==> config.mk <==
export PLATFORM = sky130hd
export DESIGN_NAME = tusca_uc
export DESIGN_NICKNAME = d
export VERILOG_FILES = /design/src/rtl/tusca_pkg.sv /design/src/rtl/uc_watchdog.sv /design/src/rtl/tusca_uc.sv
export SDC_FILE = /design/constraint.sdc
export NUM_CORES = 1
export LEC_CHECK = 0
export BUFFER_PORTS_ARGS = -buffer_cell sky130_fd_sc_hd__buf_2
export CAP_MARGIN = 15
export CORE_AREA = 2 2 50 52
export CTS_BUF_LIST = sky130_fd_sc_hd__clkbuf_4
export CTS_CLUSTER_DIAMETER = 50
export DETAILED_ROUTE_END_ITERATION = 6
export DIE_AREA = 0 0 52 54
export SKIP_CTS_REPAIR_TIMING = 1
export SYNTH_ARGS = -nofsm -noshare
export SYNTH_HDL_FRONTEND = slang
export SYNTH_SLANG_ARGS = --single-unit
==> constraint.sdc <==
create_clock -name clock -period 2.5 [get_ports clock]
set_clock_uncertainty 0.1 [all_clocks]
set_input_delay 0.25 -clock clock [delete_from_list [all_inputs] [get_ports clock]]
set_output_delay 0.25 -clock clock [all_outputs]
set_load 0.1 [all_outputs]
==> src/rtl/tusca_pkg.sv <==
// Shared definitions for the TUSCA control unit: state codes (also used by debug
// displays) and default parameter values.
package tusca_pkg;

    typedef enum logic [3:0] {
        INICIAL        = 4'd0,
        MEDE           = 4'd1,
        AGUARDA_MEDIDA = 4'd2,
        TRANSMITE      = 4'd3,
        AGUARDA_TX     = 4'd4,
        PREPARA_ESPERA = 4'd5,
        ESPERA         = 4'd6,
        CONFIG         = 4'd7,
        AGUARDA_CONFIG = 4'd8,
        FALHA          = 4'd9
    } estado_t;

    localparam int unsigned MAX_TENTATIVAS_PADRAO = 3;
    localparam int unsigned TIMEOUT_CICLOS_PADRAO = 200_000_000;

endpackage

==> src/rtl/uc_watchdog.sv <==
// Cycle-count watchdog for tusca_uc handshake waits; built only with TUSCA_UC_TIMEOUT_EN.
// estouro rises in the LIMITE-th consecutive enabled cycle after a clear.
`ifdef TUSCA_UC_TIMEOUT_EN
module uc_watchdog #(
    parameter int unsigned LIMITE = 100
) (
    input  logic clock,
    input  logic reset,
    input  logic clear,
    input  logic enable,
    output logic estouro
);

    localparam int unsigned W = $clog2(LIMITE + 1);

    logic [W-1:0] contagem;

    always_ff @(posedge clock or negedge reset) begin
        if (!reset) begin
            contagem <= '0;
        end else if (clear) begin
            contagem <= '0;
        end else if (enable && !estouro) begin
            contagem <= contagem + 1'b1;
        end
    end

    assign estouro = enable && (contagem == W'(LIMITE - 1));

endmodule
`endif

==> src/rtl/tusca_uc.sv <==
// tusca_uc: control FSM sequencing tusca_fd through measure -> transmit -> wait.
// Defining TUSCA_UC_TIMEOUT_EN adds a watchdog on the three handshake wait states.
module tusca_uc
    import tusca_pkg::*;
#(
    parameter int unsigned MAX_TENTATIVAS = MAX_TENTATIVAS_PADRAO
`ifdef TUSCA_UC_TIMEOUT_EN
    ,
    parameter int unsigned TIMEOUT_CICLOS = TIMEOUT_CICLOS_PADRAO
`endif
) (
    input  logic       clock,
    input  logic       reset,
    input  logic       ligar,
    input  logic       pedido_config,
    input  logic       fim_delay,
    input  logic       pronto_medida,
    input  logic       erro_medida,
    input  logic       pronto_config,
    input  logic       erro_config,
    input  logic       pronto_transmite_medida,
    output logic       medir_dht11,
    output logic       transmite_medida,
    output logic       receber_config,
    output logic       zera_delay,
    output logic       conta_delay,
    output logic       gira,
    output logic       falha_medida,
    output logic       falha_config,
    output logic       falha_tx,
    output logic [3:0] db_estado
);

    localparam logic [3:0] LIMITE_TENTATIVAS = 4'(MAX_TENTATIVAS);

    estado_t    estado;
    logic [3:0] tentativas;
    logic [3:0] tentativas_inc;
    logic       falha_medida_r;
    logic       falha_config_r;
    logic       estouro;

    assign tentativas_inc = (tentativas == 4'hF) ? 4'hF : tentativas + 4'd1;

`ifdef TUSCA_UC_TIMEOUT_EN
    logic em_espera;
    logic falha_tx_r;

    // Wait states never follow one another, so clearing outside them restarts the count on every state change.
    assign em_espera = (estado == AGUARDA_MEDIDA) || (estado == AGUARDA_TX) ||
                       (estado == AGUARDA_CONFIG);

    uc_watchdog #(
        .LIMITE (TIMEOUT_CICLOS)
    ) u_watchdog (
        .clock   (clock),
        .reset   (reset),
        .clear   (!em_espera),
        .enable  (em_espera),
        .estouro (estouro)
    );

    assign falha_tx = falha_tx_r;
`else
    assign estouro  = 1'b0;
    assign falha_tx = 1'b0;
`endif

    // Handshake: a command is a one-cycle pulse from its issuing state; the datapath answers with a
    // level flag that is honoured only in the matching AGUARDA_* state, error taking priority over done.
    always_ff @(posedge clock or negedge reset) begin
        if (!reset) begin
            estado         <= INICIAL;
            tentativas     <= 4'd0;
            falha_medida_r <= 1'b0;
            falha_config_r <= 1'b0;
`ifdef TUSCA_UC_TIMEOUT_EN
            falha_tx_r     <= 1'b0;
`endif
        end else begin
            case (estado)
                INICIAL: begin
                    tentativas     <= 4'd0;
                    falha_medida_r <= 1'b0;
                    falha_config_r <= 1'b0;
`ifdef TUSCA_UC_TIMEOUT_EN
                    falha_tx_r     <= 1'b0;
`endif
                    if (ligar) estado <= MEDE;
                end
                MEDE: estado <= AGUARDA_MEDIDA;
                AGUARDA_MEDIDA: begin
                    if (erro_medida || estouro) begin
                        tentativas <= tentativas_inc;
                        if (tentativas_inc < LIMITE_TENTATIVAS) begin
                            estado <= MEDE;
                        end else begin
                            falha_medida_r <= 1'b1;
                            estado         <= FALHA;
                        end
                    end else if (pronto_medida) begin
                        tentativas     <= 4'd0;
                        falha_medida_r <= 1'b0;
                        estado         <= TRANSMITE;
                    end
                end
                FALHA: begin
                    tentativas <= 4'd0;
                    estado     <= PREPARA_ESPERA;
                end
                TRANSMITE: estado <= AGUARDA_TX;
                AGUARDA_TX: begin
                    if (pronto_transmite_medida) begin
                        estado <= PREPARA_ESPERA;
                    end
`ifdef TUSCA_UC_TIMEOUT_EN
                    else if (estouro) begin
                        falha_tx_r <= 1'b1;
                        estado     <= PREPARA_ESPERA;
                    end
`endif
                end
                PREPARA_ESPERA: estado <= ESPERA;
                ESPERA: begin
                    if (!ligar) estado <= INICIAL;
                    else if (pedido_config) estado <= CONFIG;
                    else if (fim_delay) estado <= MEDE;
                end
                CONFIG: estado <= AGUARDA_CONFIG;
                AGUARDA_CONFIG: begin
                    if (erro_config || estouro) begin
                        falha_config_r <= 1'b1;
                        estado         <= PREPARA_ESPERA;
                    end else if (pronto_config) begin
                        falha_config_r <= 1'b0;
                        estado         <= PREPARA_ESPERA;
                    end
                end
                default: estado <= INICIAL;
            endcase
        end
    end

    assign medir_dht11      = (estado == MEDE);
    assign transmite_medida = (estado == TRANSMITE);
    assign receber_config   = (estado == CONFIG);
    assign zera_delay       = (estado == PREPARA_ESPERA);
    assign conta_delay      = (estado == ESPERA);
    assign gira             = (estado != INICIAL);
    assign falha_medida     = falha_medida_r;
    assign falha_config     = falha_config_r;
    assign db_estado        = estado;

endmodule

; ---- Word level (Yosys, flattened, before mapping)
; Index checks and enable logic that the tools add are counted.
[word_totals]
ff_bits = 10
input_bits = 10
[classes]
magnitude_cmp = 1
mux = 22
n_eq_ne = 16
addsub = 1
reduce_logical = 10
[ops]
columns = cell, n
row1 = $mux 4, 13
row2 = $pmux 4 s10, 1
row3 = $eq 4x3->1 const B, 4
row4 = $eq 4x4->1 const B, 3
row5 = $ne 3x3->1 const B, 3
row6 = $eq 4x2->1 const B, 2
row7 = $pmux 4 s2, 1
row8 = $reduce_bool 2->1, 3
row9 = $mux 1, 5
row10 = $reduce_and 5->1, 1
row11 = $add 4x1->4 const B, 1
row12 = $eq 4x1->1 const B, 1
row13 = $logic_not 4->1, 1
row14 = $lt 4x2->1 const B, 1
row15 = $ne 2x2->1 const B, 2
row16 = $ne 4x4->1 const B, 1
row17 = $pmux 1 s2, 2
row18 = $reduce_and 2->1, 2
row19 = $reduce_bool 4->1, 1
row20 = $reduce_and 3->1, 1
row21 = $reduce_or 2->1, 1

; ---- Depth between registers and ports, before layout
[logic_depth]
word_depth = 6
mapped_depth = 5
depth_no_buf = 5

; ---- Least setup slack after synthesis
; No wires, ideal clock.
[synth_path]
path_kind = flip-flop to output port
startpoint = reg estado[0] (netlist: db_estado[0])
endpoint = out medir_dht11
setup_slack_ns = -2.206
path_stages_with_launch = 3
n_path_buf = 1
arrival_time_ns = 4.356
required_time_ns = 2.150
path_cell_list = dfrtp_1 > buf_6 > nor4b_1
[synth_between]
elab_chain_cells = 1
[synth_lines]
columns = item, line_no
row1 = "start, declared", tusca_uc.sv:36  ; estado_t estado;
row2 = "start signal, assigned", tusca_uc.sv:73  ; estado <= INICIAL;
row3 = "start signal, assigned", tusca_uc.sv:89  ; if (ligar) estado <= MEDE;
row4 = "start signal, assigned", tusca_uc.sv:91  ; MEDE: estado <= AGUARDA_MEDIDA;
row5 = $eq 4x1->1, tusca_uc.sv:144  ; assign medir_dht11 = (estado == MEDE);
row6 = "end, declared", tusca_uc.sv:22  ; output logic medir_dht11,
; No other way between the ends.

; ---- Worst setup path in the final report
[layout_path]
startpoint = reg estado[3] (netlist: db_estado[3])
endpoint = out conta_delay
[layout_between]
elab_chain_cells = 1
[layout_lines]
columns = item, line_no
row1 = $eq 4x3->1, tusca_uc.sv:148  ; assign conta_delay = (estado == ESPERA);
row2 = "end, declared", tusca_uc.sv:26  ; output logic conta_delay,
; No other way between the ends.

==> key figures <==
Hold path
  – Hold WC Path Type: input port to flip-flop
  – Hold_sp: erro_config
  – Hold depth: 2
  – Hold EP: falha_config

Logic synthesis
  – Mapped Nets: 95
  – Syn_area_per_cell: 9.19 µm²
  – Yosys reg bits: 10
  – Unique masters post-synth: 40
  – Mapped Area: 772 µm²
  – Sequential area share after synthesis: between 30% and 40%
  – Yosys warning count: 0
  – Top cells by area, synth: dfrtp_1 (32%), nand2_1 (4.9%), a21oi_1 (3.9%), nor4bb_4 (3.2%), nor4b_4 (3.1%)
  – Area leader, netlist: dfrtp_1
  – Synth Instances: 84
  – Synth top area share: approximately a third

Job
  – Maxcap violations: 0

Placed design
  – RePlAce Congestion: 0.822
  – IO Port Bufs: 21
  – Post-DP HPWL: between 1000 and 1500 µm
  – Pre-CTS WS: 752 ps

Critical path
  – Worst R2R Path Depth: 5
  – Critical path data required time: 2150 ps
  – Crit Path Max Fanout: 14
  – Worst path arrival time: 1700 ps
  – R2R setup slack: 780 ps
  – FF-to-FF End: db_estado[3]
  – Crit path kind: flip-flop to output pin
  – Critical Path Sink Type: output pin
  – Startpoint types: flip-flop
  – R2r startpoint: tentativas[0]

Global routing
  – Pin count of the biggest net entering global routing: 16
  – Tot GR Track Use: 13.4%
  – Vias in the first global route: 583
  – Antenna violations before repair: 0
  – First-pass GRT wire length: ~2700 µm
  – Grt total ovfl: 0

Floorplan
  – Die Span Y: 54 µm
  – Die Area: ~2800 µm²
  – Ports: 23
  – Initial core utilization: 33.3%
  – Core box area: about 2300 µm²
  – Die X: 52 µm
  – # rows: 18

Clocking
  – Clock Pin Slew Worst Setup and Hold Paths: 60 ps
  – Total CTS buffers: 3
  – Htree depth: 1
  – Root buffer cell: clkbuf_4
  – Clk buf depth: 2
  – Clock Sinks: 10
  – Skew-Pair Late Insertion Delay: 270 ps
  – CTS tree: done

Detailed routing
  – Vias: 689
  – Remaining DRCs: 0
  – Final wirelength: 1840 µm
  – Vias per inst: 5.14
  – Post-DRT Antenna Nets: 0
  – 1st-pass router iterations: 4
  – WL/cell: 13.8 µm
  – Detailed Route Iter0 Violations: 9

Final layout
  – Share of layout cells above drive strength 1: 41.3%
  – Area Overhead vs Synth: 26.7%
  – NumNets Final: 116
  – Ant diodes: 0

Timing
  – Final Critical Period: between 2000 and 2500 ps
  – RSZ-0062 raised after global routing: false
  – Tcrit/Tclk final: 82.1%
  – Hold Vio Cnt, Final: 0
  – Post-route setup slack: 447 ps
  – Fmax: approximately 490 MHz
  – Setup TNS: 0 ps
  – Max-slew violations: 0
  – Final-report setup violation count: 0

Run status
  – Status: finished, final reports clean
critical path, stage by stage (launching register included):
cell,delay (ps)
dfrtp_4,590
nor4bb_4,350
buf_2,490
worst max-delay path by stage:
stage / from / to / slack, ps / depth (start not counted)
after global routing: db_estado[0] / conta_delay / 420 / 2
after CTS: db_estado[3] / conta_delay / 450 / 2
final: db_estado[3] / conta_delay / 450 / 2
after detailed placement: db_estado[3] / conta_delay / 750 / 2
after global placement: db_estado[3] / conta_delay / 760 / 2
after floorplan: db_estado[1] / db_estado[2] / 80 / 4
sequential cells by signal (all words and copies together) (netlist names):
name          cells
falha_medida      1
db_estado         4
tentativas        4
falha_config      1
per-layer routing:
layer	global-route usage (%)	up-vias	routed length (µm)
met3	5.56	0	128
met5	0	-	0
met1	19.6	324	907
met4	2.63	0	0
li1	-	345	-
met2	18.1	20	809
per-stage QoR:
| stage | instances | hold WS, ps | util [%] | instance area [µm²] |
|---|---|---|---|---|
| 2_1_floorplan | 84 | -146 | - | 846 |
| 3_3_place_gp | 129 | 24.4 | 40.5 | 938 |
| 3_5_place_dp | 129 | 32.0 | 40.5 | 938 |
| 4_1_cts | 133 | -260 | 41.7 | 968 |
| 5_1_grt | 134 | 135 | 42.2 | 978 |
| 6_report | 134 | 116 | 42.2 | 978 |
cell usage in the layout, fill, tap and decap left out, drive strengths merged, types with 3 or more instances in the layout:
master   n
buf     21
nand2   10
dfrtp   10
a21oi    6
nor2     5
o21ai    5
inv      4
clkbuf   4
nor3     3
and2     3
nor4b    3
Yosys cell counts, drive strengths merged:
cell,instances
a211oi,1
a21oi,6
a221oi,1
a22o,2
a22oi,1
a311oi,1
a32o,1
a41oi,1
and2,3
buf,6
conb,1
dfrtp,10
ha,1
inv,4
mux2,1
mux2i,1
nand2,10
nand2b,2
nand3,2
nand3b,1
nand4,1
nor2,5
nor2b,1
nor3,3
nor3b,1
nor4b,3
nor4bb,1
o211ai,1
o21ai,5
o22ai,1
o311ai,1
o31ai,2
or2,2
xor2,1
cells by family after synthesis:
kind of cell / after synthesis / share of synthesized area (%)
flops: 10 / 32.4
simple gates: 35 / 29.5
other cells: 1 / 0.486
compound gates: 24 / 23.7
xor+xnor: 1 / 1.13
fa+ha+maj: 1 / 1.62
mux: 2 / 2.76
buf+inv: 10 / 8.43
final cells by class:
type / instances / area [µm²]
Timing Repair Buffer: 22 / 115
Tap cell: 30 / 37.5
Sequential cell: 10 / 265
Clock buffer: 4 / 30.0
Fill cell: 235 / 1340
Inverter: 4 / 15.0
Multi-Input combinational cell: 64 / 515
Power is left out: the tool's default activity adds up to more than one toggle a clock period on the data nets, which glitch-free logic cannot reach.
